File: src/rtl/vga_pkg.sv
// Shared widths and the RGB332 -> RGB444 colour expansion used by the VGA code feeder.
package vga_pkg;

  localparam int CODE_W  = 24;
  localparam int COLOR_W = 12;
  localparam int CPU_W   = 16;

  // Replicate the top bits of each channel so full-scale RGB332 maps to full-scale RGB444.
  function automatic logic [COLOR_W-1:0] rgb332_to_444(input logic [7:0] c);
    return {c[7:5], c[7], c[4:2], c[4], c[1:0], c[1:0]};
  endfunction

endpackage

File: src/rtl/vga_code_fifo.sv
// Synchronous FIFO for CPU display words; full/empty come from the occupancy count.
module vga_code_fifo #(
  parameter int DEPTH = 4,
  parameter int WIDTH = 16
) (
  input  logic                     clk_i,
  input  logic                     rst_i,
  input  logic                     push_i,
  input  logic                     pop_i,
  input  logic [WIDTH-1:0]         din_i,
  output logic [WIDTH-1:0]         head_o,
  output logic [$clog2(DEPTH):0]   level_o
);

  localparam int AW = $clog2(DEPTH);
  localparam int LW = AW + 1;

  logic [WIDTH-1:0] mem_q [DEPTH];
  logic [AW-1:0]    wr_ptr_q, wr_ptr_d;
  logic [AW-1:0]    rd_ptr_q, rd_ptr_d;
  logic [LW-1:0]    level_q, level_d;

  // Pointers wrap naturally because DEPTH is a power of two.
  always_comb begin
    wr_ptr_d = wr_ptr_q;
    rd_ptr_d = rd_ptr_q;
    level_d  = level_q;
    if (push_i) begin
      wr_ptr_d = wr_ptr_q + AW'(1);
    end else begin
      wr_ptr_d = wr_ptr_q;
    end
    if (pop_i) begin
      rd_ptr_d = rd_ptr_q + AW'(1);
    end else begin
      rd_ptr_d = rd_ptr_q;
    end
    case ({push_i, pop_i})
      2'b10:   level_d = level_q + LW'(1);
      2'b01:   level_d = level_q - LW'(1);
      default: level_d = level_q;
    endcase
  end

  always_ff @(posedge clk_i) begin
    if (rst_i) begin
      wr_ptr_q <= '0;
      rd_ptr_q <= '0;
      level_q  <= '0;
    end else begin
      wr_ptr_q <= wr_ptr_d;
      rd_ptr_q <= rd_ptr_d;
      level_q  <= level_d;
    end
  end

  always_ff @(posedge clk_i) begin
    if (push_i) begin
      mem_q[wr_ptr_q] <= din_i;
    end
  end

  assign head_o  = mem_q[rd_ptr_q];
  assign level_o = level_q;

endmodule

File: src/rtl/vga_code_feeder.sv
// Buffers CPU display words and advances the VGA two-colour code only at frame starts.
// VGA_FEEDER_HOLD_EN adds a hold counter keeping each code on screen for HOLD_FRAMES frames.
module vga_code_feeder
  import vga_pkg::*;
#(
  parameter int DEPTH       = 4,
  parameter int HOLD_FRAMES = 72
) (
  input  logic                    clk,
  input  logic                    rst,
  input  logic                    in_valid,
  output logic                    in_ready,
  input  logic [CPU_W-1:0]        in_data,
  input  logic                    vsync,
  output logic [CODE_W-1:0]       code,
  output logic                    updated,
  output logic [$clog2(DEPTH):0]  level
);

  localparam int LW = $clog2(DEPTH) + 1;

  if ((DEPTH < 2) || ((DEPTH & (DEPTH - 1)) != 0) || (HOLD_FRAMES < 1)) begin : g_bad_cfg
    $error("vga_code_feeder: DEPTH must be a power of two >= 2 and HOLD_FRAMES >= 1");
  end

  logic              vsync_d_q;
  logic              fs_s, push_s, pop_s, hold_ok_s;
  logic [CPU_W-1:0]  head_s;
  logic [CODE_W-1:0] code_q, code_d;
  logic              updated_q, updated_d;

  assign fs_s     = vsync_d_q & ~vsync;
  assign in_ready = (level != LW'(DEPTH));
  assign push_s   = in_valid & in_ready;
  // Pop decision uses the pre-push level, so a same-cycle push into an empty FIFO waits a frame.
  assign pop_s    = fs_s & hold_ok_s & (level != '0);

  vga_code_fifo #(
    .DEPTH (DEPTH),
    .WIDTH (CPU_W)
  ) u_fifo (
    .clk_i   (clk),
    .rst_i   (rst),
    .push_i  (push_s),
    .pop_i   (pop_s),
    .din_i   (in_data),
    .head_o  (head_s),
    .level_o (level)
  );

`ifdef VGA_FEEDER_HOLD_EN
  localparam int HW = $clog2(HOLD_FRAMES) + 1;
  localparam logic [HW-1:0] HOLD_MAX = HW'(HOLD_FRAMES - 1);

  logic [HW-1:0] hold_cnt_q, hold_cnt_d;

  assign hold_ok_s = (hold_cnt_q == HOLD_MAX);

  // Counts frames since the last pop; saturates so an idle period leaves the next pop unblocked.
  always_comb begin
    hold_cnt_d = hold_cnt_q;
    if (pop_s) begin
      hold_cnt_d = '0;
    end else if (fs_s && (hold_cnt_q < HOLD_MAX)) begin
      hold_cnt_d = hold_cnt_q + HW'(1);
    end else begin
      hold_cnt_d = hold_cnt_q;
    end
  end

  always_ff @(posedge clk) begin
    if (rst) begin
      hold_cnt_q <= HOLD_MAX;
    end else begin
      hold_cnt_q <= hold_cnt_d;
    end
  end
`else
  assign hold_ok_s = 1'b1;
`endif

  always_comb begin
    code_d    = code_q;
    updated_d = pop_s;
    if (pop_s) begin
      code_d = {rgb332_to_444(head_s[15:8]), rgb332_to_444(head_s[7:0])};
    end else begin
      code_d = code_q;
    end
  end

  always_ff @(posedge clk) begin
    if (rst) begin
      vsync_d_q <= 1'b1;
      code_q    <= '0;
      updated_q <= 1'b0;
    end else begin
      vsync_d_q <= vsync;
      code_q    <= code_d;
      updated_q <= updated_d;
    end
  end

  assign code    = code_q;
  assign updated = updated_q;

endmodule
File: config.mk
export PLATFORM = sky130hd
export DESIGN_NAME = vga_code_feeder
export DESIGN_NICKNAME = d
export VERILOG_FILES = /design/src/rtl/vga_pkg.sv /design/src/rtl/vga_code_fifo.sv /design/src/rtl/vga_code_feeder.sv
export SDC_FILE = /design/constraint.sdc
export NUM_CORES = 1
export LEC_CHECK = 0
export CORE_MARGIN = 2
export CORE_UTILIZATION = 50
export DETAILED_ROUTE_END_ITERATION = 6
export GPL_ROUTABILITY_DRIVEN = 0
export MAX_ROUTING_LAYER = met4
export PLACE_DENSITY = 0.83
export SLEW_MARGIN = 0
export SYNTH_ARGS = -nofsm -noshare
export SYNTH_HDL_FRONTEND = slang
export SYNTH_HIERARCHICAL = 1
export SYNTH_SLANG_ARGS = --single-unit
File: constraint.sdc
create_clock -name clk -period 2.9 [get_ports clk]
set_input_delay 0.58 -clock clk [delete_from_list [all_inputs] [get_ports clk]]
set_output_delay 0.58 -clock clk [all_outputs]
set_load 0.05 [all_outputs]
==> results.toml <==
[global_route]
antenna_found_initial = 0
grt_max_degree = 43
grt_overflow_total = 0
grt_pass1_wl_mm = 9.27
grt_pass1_vias = 1858
grt_usage_pct = 16.6

[power]
p_int_w = 0.00260
swShare_pct = 31.2
combPwrFrac_pct = 29.8
vdd_drop_max_v = 0.000339
p_sw_w = 0.00118
clkPwrFrac_pct = 25.7
pwr_density_cell_nw_per_um2 = 862
p_leak_nw = 1.47
seqPwrFrac_pct = 44.5
total_power_w = 0.00378

[sta]
tightest_slew_ns = 0.803
fin_crit_ns = 2.30
slew_viol_final = 0
period_share_pct = 79.4
whs_ns = 0.476
rsz0062_at_grt = "false"
setup_viol_count_final = 0
skew_ns = 0.00723
slew-limit-headroom_pct = 46.4
hold_viol_final = 0
fmaxAchievable_mhz = 434
setup_tns_ns = 0

[clock_network]
cts_resized = 0
cts_setup_buffers = 0
path_clk_slew_ns = 0.08
cts_sinks = 91
cts_tree = "built"
htree_levels = 3
numCtsBuffers = 9
clk_latency_ns = 0.34
clock_path_buffers = 2
cts_root_buf = "clkbuf_8"
holdBufCountCts = 0

[synthesis]
synth_cells = 215
synth_area_leaders = "edfxtp_1 53%, dfxtp_1 15%, mux4_2 6.2%"
ys_types = 26
ys_warn_count = 6
synth_fp_nets = 241
yosysTopAreaCellShare_pct = 52.8
synth_edf_count = 64
yosys.area.top_type = "edfxtp_1"
async_flop_share_pct = 0
ys_top_cells_by_count = "64 x edfxtp_1, 32 x nand2b_1, 27 x dfxtp_1"
synth-seq-cells = 91
yosysSeqAreaShare_pct = 67.6
ys.flop_type = "edfxtp_1"
synth.avg_cell_area_um2 = 16.9
syn_area_um2 = 3640
yosysMostFrequentCell = "edfxtp_1"

[floorplanning]
pin_count = 49
start_util_pct = 51.0
core_area_um2 = 7140
fp.dieW_um = 89.3
die_height_um = 89.3
fp-row-count = 31
die-area_um2 = 7980

[routing]
route.vias.total = 1806
remaining_drc_errors = 0
finalWirelength_mm = 5.98
firstDrtPassIters = 4
first_iter_violations = 149
wl_per_cell_um = 16.3
vias_per_cell = 4.92
drtAntennaViolNets = 0

[worst_setup_path]
endpoint_kind = "output port"
critical-path-max-stage-delay_ns = 0.81
crit_fanout = 5
start_kind = "flip-flop"
crit_required_ns = 2.32
crit_slowest_cell = "clkdlybuf4s50_1"
worstPathArrival_ns = 1.72
crit_type = "flip-flop to output port"
crit_path_cell_trace = "nor2_1, nand2_1, clkdlybuf4s50_1"
r2r_slack_ns = 0.69

[outcome]
status = "finished, final reports clean"

[cells_and_area]
layout-drive-gt1-share_pct = 12.7
syn2layout_area_growth_pct = 20.5
diodes = 0
nets = 289
post-route-util_pct = 61.5

[flow_run]
cap_violations = 0

[place]
hpwl_mm = 3.83
port_buffers = 48

[worst_hold_path]
min_path_type = "flip-flop to flip-flop"
## placed cells by master, fill, tap and decap left out
cell	n
buf_4	7
clkinv_1	1
clkinv_2	2
mux4_1	6
xor2_1	3
nor3_2	1
clkdlybuf4s50_1	48
dfxtp_1	27
and2_1	5
o21ai_0	1
mux4_2	10
nor2_1	9
edfxtp_1	64
nor2b_1	1
nand2b_1	32
mux2i_1	17
nand2_1	2
bufinv_16	3
inv_1	6
or3_1	1
xnor2_1	2
a21oi_1	2
fa_1	1
clkbuf_8	9
nor3b_4	1
ha_1	5
or2_2	1
clkbuf_1	1
## critical path, delay by kind of cell, from the launching register on
family	cells	cell delay (ns)
AND/OR/NAND/NOR	2	0.15
flip-flops	1	0.42
buffers and inverters	1	0.81
## path summary, 6_finish.rpt
check               startpoint                 to  cells past startpoint
min reg2reg           code[22]           code[22]                      2
min                   code[22]           code[22]                      2
max reg2reg  u_fifo/level_o[1]  u_fifo/level_o[2]                     10
max          u_fifo/level_o[1]           in_ready                      3
## cell families (layout without fill, tap and decap cells)
family          Yosys count  count (layout)  synth area share (%)
fa+ha+maj                 6               6                  2.27
buf+inv                  24              77                  4.67
compound gates            3               3                 0.412
flops                    91              91                  67.6
mux                      33              33                  15.2
simple gates             53              53                  8.63
xor+xnor                  5               5                  1.20
## flip-flops by register name, summed over array words and instances (netlist names), named ones only
| register | count |
|---|---|
| u_fifo/mem_q | 64 |
| code | 16 |
| u_fifo/wr_ptr_q | 2 |
| vsync_d_q | 1 |
| updated | 1 |
| u_fifo/rd_ptr_q | 2 |
| u_fifo/level_o | 3 |
## per-stage QoR
step	std cells	setup WS, ns	cell area [um2]
global route	367	0.474	4390
global placement	351	0.343	4160
CTS	367	0.568	4390
finish	367	0.597	4390
floorplan	215	0.104	3640
detailed placement	351	0.270	4160
## power by group through the flow
stage	sequential (W)	combinational, W	clock, W
final	0.00168	0.00113	0.000971
after global routing	0.00170	0.00121	0.00104
after CTS	0.00169	0.00114	0.000988
after detailed placement	0.00172	0.00113	0
after global placement	0.00170	0.00111	0
after floorplan	0.00191	0.000662	0
## metal layers
layer	vias to the layer above	track usage [%]	routed length, um
li1	870	-	-
met1	889	21.1	2500
met2	42	26.2	3160
met3	5	3.69	258
met4	0	6.38	57
met5	-	-	0
## area by class of cell
cell class / count / area (um2)
sequential: 91 / 2460
timing repair buffer: 55 / 533
fill: 552 / 2750
tap: 99 / 124
inverter: 6 / 22.5
multi-input combinational: 100 / 1010
clock buffer: 10 / 128
clock inverter: 6 / 104
Note: power is estimated with default switching activity, not from simulation.
